## src/rtl/c_handshake_arbiter_if.sv

```systemverilog
// Handshake bundle between the arbiter, its requesters and the shared resource.
// master: the arbiter side. slave: the environment (requesters + resource).
interface c_handshake_arbiter_if #(
  parameter int REQ_NUM = 4
);
  localparam int IDX_W = (REQ_NUM > 1) ? $clog2(REQ_NUM) : 1;

  logic [REQ_NUM-1:0] req;
  logic [REQ_NUM-1:0] ack;
  logic               res_req;
  logic               res_ack;
  logic [REQ_NUM-1:0] grant;
  logic [IDX_W-1:0]   grant_idx;
  logic               busy;

  modport master (
    input  req,
    input  res_ack,
    output ack,
    output res_req,
    output grant,
    output grant_idx,
    output busy
  );

  modport slave (
    output req,
    output res_ack,
    input  ack,
    input  res_req,
    input  grant,
    input  grant_idx,
    input  busy
  );
endinterface

```

## src/rtl/c_handshake_arbiter.sv

```systemverilog
// Round-robin arbiter sharing one four-phase handshake resource between
// REQ_NUM asynchronous requesters. All async inputs are synchronised first.
//
// state  | meaning
// -------+---------------------------------------------------------------
// IDLE   | no owner; arbitrate among synchronised requests
// REQ_UP | res_req raised for the owner, waiting for res_ack high
// ACK_UP | ack[owner] raised, waiting for owner to drop its request
// REL    | res_req dropped, waiting for res_ack low before releasing
module c_handshake_arbiter #(
  parameter int REQ_NUM     = 4,
  parameter int SYNC_STAGES = 2
) (
  input logic                   clk,
  input logic                   rst,
  c_handshake_arbiter_if.master bus
);

  localparam int IDX_W = (REQ_NUM > 1) ? $clog2(REQ_NUM) : 1;

  typedef enum logic [1:0] {
    IDLE   = 2'd0,
    REQ_UP = 2'd1,
    ACK_UP = 2'd2,
    REL    = 2'd3
  } state_t;

  // Bit REQ_NUM of each stage carries res_ack; lower bits carry req.
  logic [REQ_NUM:0]   sync_q [SYNC_STAGES];
  logic [REQ_NUM-1:0] req_s;
  logic               res_ack_s;

  state_t             state_q, state_d;
  logic [REQ_NUM-1:0] ack_q, ack_d;
  logic               res_req_q, res_req_d;
  logic [REQ_NUM-1:0] grant_q, grant_d;
  logic [IDX_W-1:0]   idx_q, idx_d;
  logic [IDX_W-1:0]   last_q, last_d;

  logic [IDX_W-1:0]   win_idx;
  logic               win_vld;

  // Synchroniser chain for every asynchronous input.
  always_ff @(posedge clk) begin
    if (rst) begin
      for (int i = 0; i < SYNC_STAGES; i++) begin
        sync_q[i] <= '0;
      end
    end else begin
      sync_q[0] <= {bus.res_ack, bus.req};
      for (int i = 1; i < SYNC_STAGES; i++) begin
        sync_q[i] <= sync_q[i-1];
      end
    end
  end

  assign req_s     = sync_q[SYNC_STAGES-1][REQ_NUM-1:0];
  assign res_ack_s = sync_q[SYNC_STAGES-1][REQ_NUM];

  // Round-robin pick: first pending request after the previous owner, wrapping.
  always_comb begin
    int               j;
    logic [IDX_W-1:0] j_idx;
    win_idx = '0;
    win_vld = 1'b0;
    j       = 0;
    j_idx   = '0;
    for (int k = 1; k <= REQ_NUM; k++) begin
      j = int'(last_q) + k;
      if (j >= REQ_NUM) begin
        j = j - REQ_NUM;
      end
      j_idx = IDX_W'(j);
      if (!win_vld && req_s[j_idx]) begin
        win_vld = 1'b1;
        win_idx = j_idx;
      end
    end
  end

  // State and output registers; reset aborts any handshake in flight.
  always_ff @(posedge clk) begin
    if (rst) begin
      state_q   <= IDLE;
      ack_q     <= '0;
      res_req_q <= 1'b0;
      grant_q   <= '0;
      idx_q     <= '0;
      last_q    <= IDX_W'(REQ_NUM - 1);
    end else begin
      state_q   <= state_d;
      ack_q     <= ack_d;
      res_req_q <= res_req_d;
      grant_q   <= grant_d;
      idx_q     <= idx_d;
      last_q    <= last_d;
    end
  end

  // Next-state and registered-output logic of the four-phase sequencer.
  always_comb begin
    state_d   = state_q;
    ack_d     = ack_q;
    res_req_d = res_req_q;
    grant_d   = grant_q;
    idx_d     = idx_q;
    last_d    = last_q;
    case (state_q)
      IDLE: begin
        if (win_vld) begin
          state_d   = REQ_UP;
          res_req_d = 1'b1;
          grant_d   = REQ_NUM'(1) << win_idx;
          idx_d     = win_idx;
          last_d    = win_idx;
        end
      end
      REQ_UP: begin
        if (res_ack_s) begin
          state_d = ACK_UP;
          ack_d   = grant_q;
        end
      end
      ACK_UP: begin
        // An early drop of the owner's request simply satisfies this at once.
        if ((req_s & grant_q) == '0) begin
          state_d   = REL;
          res_req_d = 1'b0;
        end
      end
      REL: begin
        if (!res_ack_s) begin
          state_d = IDLE;
          ack_d   = '0;
          grant_d = '0;
        end
      end
      default: begin
        state_d = IDLE;
      end
    endcase
  end

  assign bus.ack       = ack_q;
  assign bus.res_req   = res_req_q;
  assign bus.grant     = grant_q;
  assign bus.grant_idx = idx_q;
  assign bus.busy      = (state_q != IDLE);

endmodule

```

## src/flat_wrapper.sv

```systemverilog
// flat-port wrapper written by rule: the top's interface ports become plain ports
module c_handshake_arbiter_flat 
#(
  parameter int REQ_NUM     = 4,
  parameter int SYNC_STAGES = 2
)
  (clk, rst, bus_req, bus_res_ack, bus_ack, bus_res_req, bus_grant, bus_grant_idx, bus_busy);
  c_handshake_arbiter_if #(.REQ_NUM(REQ_NUM)) bus_i ();
  input logic clk;
  input logic rst;
  input wire logic [$bits(bus_i.req)-1:0] bus_req;
  input wire logic [$bits(bus_i.res_ack)-1:0] bus_res_ack;
  output wire logic [$bits(bus_i.ack)-1:0] bus_ack;
  output wire logic [$bits(bus_i.res_req)-1:0] bus_res_req;
  output wire logic [$bits(bus_i.grant)-1:0] bus_grant;
  output wire logic [$bits(bus_i.grant_idx)-1:0] bus_grant_idx;
  output wire logic [$bits(bus_i.busy)-1:0] bus_busy;
  assign bus_i.req = bus_req;
  assign bus_i.res_ack = bus_res_ack;
  assign bus_ack = bus_i.ack;
  assign bus_res_req = bus_i.res_req;
  assign bus_grant = bus_i.grant;
  assign bus_grant_idx = bus_i.grant_idx;
  assign bus_busy = bus_i.busy;
  c_handshake_arbiter #(.REQ_NUM(REQ_NUM), .SYNC_STAGES(SYNC_STAGES)) u_core (.clk(clk), .rst(rst), .bus(bus_i));
endmodule
```

## config.mk

```make
export PLATFORM = sky130hd
export DESIGN_NAME = c_handshake_arbiter_flat
export DESIGN_NICKNAME = d
export VERILOG_FILES = /design/src/rtl/c_handshake_arbiter_if.sv /design/src/rtl/c_handshake_arbiter.sv /design/src/flat_wrapper.sv
export SDC_FILE = /design/constraint.sdc
export NUM_CORES = 1
export LEC_CHECK = 0
export ABC_CLOCK_PERIOD_IN_PS = 1500
export BUFFER_PORTS_ARGS = -buffer_cell sky130_fd_sc_hd__buf_2
export CORE_MARGIN = 3
export CORE_UTILIZATION = 48
export CTS_CLUSTER_SIZE = 40
export DETAILED_ROUTE_END_ITERATION = 8
export GPL_ROUTABILITY_DRIVEN = 1
export HOLD_SLACK_MARGIN = 0.12
export PLACE_DENSITY = 0.73
export SLEW_MARGIN = 20
export SYNTH_ARGS = -nofsm -noshare
export SYNTH_HDL_FRONTEND = slang
export SYNTH_SLANG_ARGS = --single-unit
export TNS_END_PERCENT = 100
```

## constraint.sdc

```tcl
create_clock -name clk -period 1.5 [get_ports clk]
set_clock_uncertainty 0.2 [all_clocks]
set_input_delay 0.15 -clock clk [delete_from_list [all_inputs] [get_ports clk]]
set_output_delay 0.15 -clock clk [all_outputs]
set_load 0.005 [all_outputs]
```

-- After elaboration in Yosys (flattened, before gate mapping)
Memory sizes are Yosys's and may differ from the RTL's.
Cells that the tools add are included.
- $add $sub $neg: 8
- magnitude comparators: 8
- equal/unequal tests: 7
- shifts and indexed selects: 1
- mux-type cells: 38
- bitwise logic cells: 3
- reduce and logical (&&, ||, !) cells: 17
- operator list (operator ; number):
    two-way mux 2 bit ; 12
    one-hot mux 4 bit (2 select lines) ; 2
    two-way mux 1 bit ; 13
    less-than comparator 2 x 3 -> 1 bit, second input constant ; 4
    two-way mux 4 bit ; 3
    two-way mux 5 bit ; 2
    >= comparator 3 bit, second input constant ; 3
    AND reduction 3 bit ; 3
    binary-select mux 1 bit (select 2 bit) ; 4
    one-hot mux 2 bit (4 select lines) ; 1
    nonzero test 2 bit ; 4
    subtractor 2 x 1 -> 2 bit, second input constant ; 4
    adder 2 x 2 -> 3 bit, second input constant ; 2
    inequality test 2 x 1 -> 1 bit, second input constant ; 3
    adder 2 x 3 -> 4 bit, second input constant ; 1
    AND 4 bit ; 1
    == test 2 bit, second input constant ; 2
    >= comparator 4 x 3 -> 1 bit, second input constant ; 1
    logical NOT 4 bit ; 1
    AND reduction 4 bit ; 1
    << shifter 1 x 2 -> 4 bit, first input constant ; 1
    adder 2 x 1 -> 3 bit, second input constant ; 1
    logical AND 1 bit ; 3
    logical NOT 1 bit ; 3
    6 further kinds ; 7
- flip-flop bits (word level): 15
- RAM bits: 10
- output and inout port bits: 12
- logic and storage cells: 89
- memories: 1
- memories (memory ; depth ; width ; rd ports ; clocked after memory_dff ; wr ports ; line ; source):
    u_core.sync_q ; 2 ; 5 ; 2 ; 0 ; 2 ; c_handshake_arbiter.sv:29 ; logic [REQ_NUM:0] sync_q [SYNC_STAGES];

-- Longest topological paths before layout
Gate-level depths: netlist of the first run.
- word-level depth: 18
- mapped depth: 7
- gate-level depth less buffers: 6

-- Least setup slack after synthesis of the first run
OpenSTA, ideal clock, no wires.
- kind: reg2reg
- start: register u_core.state_q[1]
- end: register u_core.state_q[0]
- arrival: 1.390 ns
- data required time: 1.221 ns
- setup slack: -0.170 ns
- cell stages (with the launch flop): 8
- path buffers: 1
- clock period less this slack: 1.670 ns
- cell sequence: dfxtp_1 inv_1 ha_1 clkbuf_1 inv_2 o21ai_0 a221o_1 a211oi_2
- cells in the longest elaborated chain, start to end: 3
- elaborated cells between the ends (all ways): 10
- ends and longest elaborated chain (element ; line ; source):
    start: declaration ; c_handshake_arbiter.sv:33 ; state_t state_q, state_d;
    start signal: assignment ; c_handshake_arbiter.sv:91 ; state_q <= state_d;
    == test 2 x 1 -> 1 bit, or another cell as far along ; c_handshake_arbiter.sv:108 ; case (state_q)
    inequality test 2 x 1 -> 1 bit (no source line) / inequality test 2 bit (equally long branches) ; n/a ;
    AND reduction 4 bit (no source line) ; n/a ;
Parallel ways exist; a longest one is shown, timed or not.
A chain may end at the register's enable or synchronous reset.

==> results_dict.tcl, run 1 <==
set metrics [dict create \
    grt_max_degree 16 \
    gr-total-overflow 0 \
    die_w_um 53.7 \
    worstMarginPinSlew_ns 0.345 \
    num_antenna_cells 0 \
    placed_cells_incl_taps 175 \
    period_share_pct 106 \
    wl_um 2460 \
    reg2reg_from "u_core.sync_q[0][6]$_SDFF_PP0_" \
    cp-start-kind "flip-flop" \
    rr_endpoint "u_core.bus.grant[0]$_SDFFE_PP0P_" \
    slew_headroom_pct 76.9 \
    finalSetupViolCount 13 \
    synth_enable_flop_cells 0 \
    syn-instance-count 115 \
    area_growth_pct 40.7 \
    first_pass_iters 4 \
    drv_cap 0 \
    crit_type "reg2reg" \
    rsz0062_at_grt "true" \
    fmax_ghz 0.628 \
    clk_pin_slew_ns 0.13 \
    synthArstFlopShare_pct 0 \
    maxSlewViolCount 0 \
    num_rows 16 \
    ant_nets 0 \
    clock_latency_ns 0.32 \
    coreArea_mm2 0.00206 \
    worstRegToRegCells 4 \
    leakagePower_nw 0.647 \
    seq_area_frac_synth_pct 45.8 \
    synth-main-ff-cell "dfxtp_1" \
    antenna_found_initial 0 \
    syn_avg_cell_area_um2 9.50 \
    fin_nets 171 \
    drive_gt1_share_pct 44.0 \
    start_util_pct 53.0 \
    grt_pass1_wl_um 4060 \
    fin_util_pct 74.5 \
    muxShareOfSynthArea_pct 1.83 \
    cp.required_ns 1.53 \
    finalHoldViolCount 0 \
    dieArea_mm2 0.00288 \
    synth_top_family_by_area "simple AND/OR/NAND/NOR gates" \
    cts_buffers 3 \
    final_cell_count_no_fill 186 \
    pwr_density_cell_mw_per_mm2 1450 \
    portBuffers 18 \
    dr_total_vias 990 \
    synth-seq-cells 25 \
    clk_root_buffer_cell "clkbuf_4" \
    syn_nets 126 \
    grt_pass1_vias 959 \
    grt_usage_pct 19.6 \
    end_kind "flip-flop" \
    hold_path_class "reg2reg" \
    cts_tree "yes" \
    violations "negative setup slack" \
    status "complete, but fails checks" \
    crit_end "u_core.bus.grant[0]$_SDFFE_PP0P_" \
    netlist_area_mm2 0.00109 \
    dpl.hpwl_um 1740 \
    peakVddDrop_uv 786 \
    routedWlPerCell_um 13.2 \
    synth_compound_area_share_pct 21.1 \
    synth_xor_area_share_pct 0 \
    synthSimpleGateAreaFrac_pct 24.2 \
    viasPerCell 5.32 \
    die_h_um 53.7 \
    cts.sinks 25 \
    setup_slack_ns -0.0916 \
    critPathMaxFanout 5 \
    cts_buffer_depth 2 \
    drc 0 \
    synth_fa_ha_area_share_pct 4.58 \
    setup.worst_path.start "u_core.sync_q[0][6]$_SDFF_PP0_" \
    drtIter0Drc 18 \
    cp_data_arrival_time_ns 1.62 \
    p_total_w 0.00223 \
    ff2ff_setup_slack_ns -0.09 \
    layout_common_cells "buf_4, dfxtp_1, buf_2" \
    fin_crit_ns 1.59 \
    globalplace.congestion 0.856 \
    ioPinCount 19 \
    cts_htree_levels 1 \
    synth_cell_type_count 34 \
    yosys_warnings 0 \
]
[worst min path at each step]
stage                                        start                             end  cells past startpoint
global route        u_core.sync_q[0][0]$_SDFF_PP0_  u_core.sync_q[0][5]$_SDFF_PP0_                      1
CTS                 u_core.sync_q[0][3]$_SDFF_PP0_  u_core.sync_q[0][8]$_SDFF_PP0_                      1
finish              u_core.sync_q[0][3]$_SDFF_PP0_  u_core.sync_q[0][8]$_SDFF_PP0_                      1
detailed placement                      bus_req[3]  u_core.sync_q[0][3]$_SDFF_PP0_                      2
floorplan                                      rst  u_core.sync_q[0][0]$_SDFF_PP0_                      1
global placement                        bus_req[3]  u_core.sync_q[0][3]$_SDFF_PP0_                      2
[per-stage QoR]
| stage | TNS [ns] | hold WS (ns) | worst slack, ns | instance area (µm²) |
|---|---|---|---|---|
| floorplan | -0.00371 | 0.0216 | -0.00371 | 1120 |
| global placement | -0.235 | 0.156 | -0.0573 | 1360 |
| detailed placement | -0.624 | 0.163 | -0.0964 | 1360 |
| CTS | -0.389 | 0.250 | -0.0894 | 1480 |
| global route | -1.66 | 0.254 | -0.220 | 1540 |
| finish | -0.648 | 0.248 | -0.0916 | 1540 |
[cell type report]
| type | instances | area [µm²] |
|---|---|---|
| sequential | 25 | 517 |
| timing repair buffer | 43 | 303 |
| inverter | 4 | 20.0 |
| clock inverter | 1 | 5.00 |
| tap | 27 | 33.8 |
| clock buffer | 3 | 22.5 |
| fill | 153 | 526 |
| multi-input combinational | 83 | 636 |
[cells by family (layout without fill, tap and decap cells)]
kind of cell | count (synthesis) | count (layout)
AOI/OAI and AO/OA | 32 | 32
buffers and inverters | 7 | 51
adders and majority gates | 4 | 4
and+or+nand+nor | 45 | 45
DFF | 25 | 25
muxes | 2 | 2
[per-layer routing]
layer  GRT usage (%)  part of all wire (%)
met2            33.5                    51
met4            10.2                   2.2
met1            22.9                    41
met3            3.88                   5.9
met5               0                     0
[cell usage after synthesis, types with 3 or more instances]
master,n,share of area [%]
a21oi_1,8,3.7
nor2b_1,11,6.3
nor2_1,4,1.4
ha_1,4,4.6
nor3_1,6,2.7
dfxtp_1,25,46
nand2_1,9,3.1
nand2b_1,6,3.4
nand3b_1,5,3.4
inv_1,3,1.0
o21ai_0,5,2.3
[state kept, by name (all words and copies together), names as in the netlist]
name                  flops
u_core.bus.ack            4
u_core.bus.grant          4
u_core.bus.grant_idx      2
u_core.bus.res_req        1
u_core.last_q             2
u_core.state_q            2
u_core.sync_q            10
[what timing repair did]
action | CTS | global route
endpoints found under the setup margin | 14 | 15
resized for setup | 11 | 17
hold buffers | 6 | 0
pin swaps | 2 | 5
setup buffers | 0 | 1
endpoints found under the hold margin | 14 | 0
[critical path: stages, from the launching register on]
cell and delay (ns):
dfxtp_4 0.40, nor4_4 0.38, a2111oi_2 0.14, and2b_1 0.19, a22o_1 0.20
[report_power, final]
group          total (W)  internal [W]  switching, W
Combinational    0.00104      0.000559      0.000478
Sequential      0.000893      0.000784      0.000109
Clock           0.000302      0.000100      0.000202
Total            0.00223       0.00144      0.000789
No activity file was read; power rests on OpenSTA's default activity.
==> run 2: changes to the inputs <==
==> constraint.sdc (replaced) <==
create_clock -name clk -period 1.5 [get_ports clk]
set_clock_uncertainty 0.2 [all_clocks]
set_input_delay 0.15 -clock clk [delete_from_list [all_inputs] [get_ports clk]]
set_output_delay 0.15 -clock clk [all_outputs]
set_load 0.02 [all_outputs]
==> run 2 against run 1 <==
The flow still finishes with violations (negative setup slack). Clock-buffer cell count is 1 higher. Register-to-register slack got worse by 0.04 ns. First-iteration DRC count down 61%. Clock power fell by 2%. Total power grew 8.0%. Setup slack worse by 0.040 ns. Combinational power up 18%. Critical path depth unchanged. Critical endpoint is now u_core.bus.grant[1]$_SDFFE_PP0P_.
==> results_dict.tcl, run 2 (synthesis gave the netlist of run 1 again) <==
set metrics [dict create \
    status "complete, but fails checks" \
    violations "negative setup slack" \
    start_util_pct 53.0 \
    rsz0062_at_grt "true" \
    final_cell_count_no_fill 187 \
    globalplace.congestion 0.854 \
    cts_tree "yes" \
    pwr_density_cell_mw_per_mm2 1560 \
    cts_buffer_depth 2 \
    dieArea_mm2 0.00288 \
    gr-total-overflow 0 \
    antenna_found_initial 0 \
    die_w_um 53.7 \
    viasPerCell 5.30 \
    grt_max_degree 21 \
    num_antenna_cells 0 \
    critPathMaxFanout 4 \
    place_ws_ns -0.0745 \
    ant_nets 0 \
    finalHoldViolCount 0 \
    crit_type "reg2reg" \
    grt_pass1_vias 946 \
    drc 0 \
    portBuffers 18 \
    grt_usage_pct 19.4 \
    cp-start-kind "flip-flop" \
    cp.required_ns 1.53 \
    setup_slack_ns -0.131 \
    area_growth_pct 41.6 \
    clk_pin_slew_ns 0.13 \
    end_kind "flip-flop" \
    cts.sinks 25 \
    drtIter0Drc 7 \
    die_h_um 53.7 \
    layout_common_cells "buf_4, dfxtp_1, buf_2" \
    maxSlewViolCount 0 \
    largest_reg_flops 10 \
    p_total_w 0.00241 \
    leakagePower_nw 0.643 \
    dpl.hpwl_um 1770 \
    placed_cells_incl_taps 170 \
    cts_htree_levels 1 \
    slew_headroom_pct 71.8 \
    period_share_pct 109 \
    ioPinCount 19 \
    cts_buffers 3 \
    clock_latency_ns 0.32 \
    drive_gt1_share_pct 44.4 \
    num_rows 16 \
    holdWs_ns 0.252 \
    grt_pass1_wl_um 4040 \
    routedWlPerCell_um 14.5 \
    finalSetupViolCount 10 \
    hold_path_class "reg2reg" \
    worstMarginPinSlew_ns 0.422 \
    cp_data_arrival_time_ns 1.66 \
    fin_nets 172 \
    first_pass_iters 4 \
    wl_um 2710 \
    coreArea_mm2 0.00206 \
    peakVddDrop_uv 1360 \
    fmax_ghz 0.613 \
    fin_crit_ns 1.63 \
    setup_tns_ns -0.636 \
    clk_root_buffer_cell "clkbuf_4" \
    drv_cap 0 \
    top_register "u_core.sync_q" \
    dr_total_vias 991 \
]
## run 2: changes by cell type in the layout (fill, tap and decap cells not counted), moves of 2 or more
cell	before	now
inv_2	2	4
inv_4	2	0
o21ai_0	2	4
o21ai_1	2	0
## run 2: through the flow
step,instance area (µm²),util (%)
2_1_floorplan,1110,-
3_3_place_gp,1310,63.6
3_5_place_dp,1310,63.6
4_1_cts,1440,69.9
5_1_grt,1550,75.0
6_report,1550,75.0
## run 2: area by class of cell
cell class,instances,area [µm²]
Fill cell,145,515
Inverter,4,15.0
Clock buffer,4,26.3
Multi-Input combinational cell,83,634
Tap cell,27,33.8
Timing Repair Buffer,44,323
Sequential cell,25,514
## run 2: layer usage
| layer | vias up | share of wire, % | global-route usage [%] |
|---|---|---|---|
| met5 | - | 0 | 0 |
| met2 | 17 | 53 | 35.9 |
| li1 | 499 | - | - |
| met4 | 0 | 2.2 | 7.66 |
| met3 | 7 | 2.3 | 2.49 |
| met1 | 468 | 43 | 22.1 |
## run 2: path summary, 6_finish.rpt
kind / startpoint / end / slack (ns) / cells past startpoint
max: u_core.sync_q[0][7]$_SDFF_PP0_ / u_core.bus.grant[1]$_SDFFE_PP0P_ / -0.13 / 4
min: u_core.sync_q[0][0]$_SDFF_PP0_ / u_core.sync_q[0][5]$_SDFF_PP0_ / 0.25 / 1
max reg2reg: u_core.sync_q[0][7]$_SDFF_PP0_ / u_core.bus.grant[1]$_SDFFE_PP0P_ / -0.13 / 4
min reg2reg: u_core.sync_q[0][0]$_SDFF_PP0_ / u_core.sync_q[0][5]$_SDFF_PP0_ / 0.25 / 1
## run 2: what timing repair did
item / CTS / global route
pin swaps: 2 / 4
setup endpoints to repair: 12 / 13
hold endpoints to repair: 11 / 0
hold buffers: 6 / 0
resized for setup: 12 / 14
buffers inserted: 2 / 5
## run 2: report_power, final
group | internal [W] | switching, W | leakage, nW
sequential | 0.000774 | 0.000105 | 0.208
clock | 0.000104 | 0.000193 | 0.0150
combinational | 0.000627 | 0.000607 | 0.420
total | 0.00151 | 0.000905 | 0.643
## run 2: critical path, stage by stage (launching register included)
cell and delay [ns]:
dfxtp_4 0.39, nor4_4 0.41, a2111oi_2 0.16, and2b_1 0.19, a22o_1 0.19
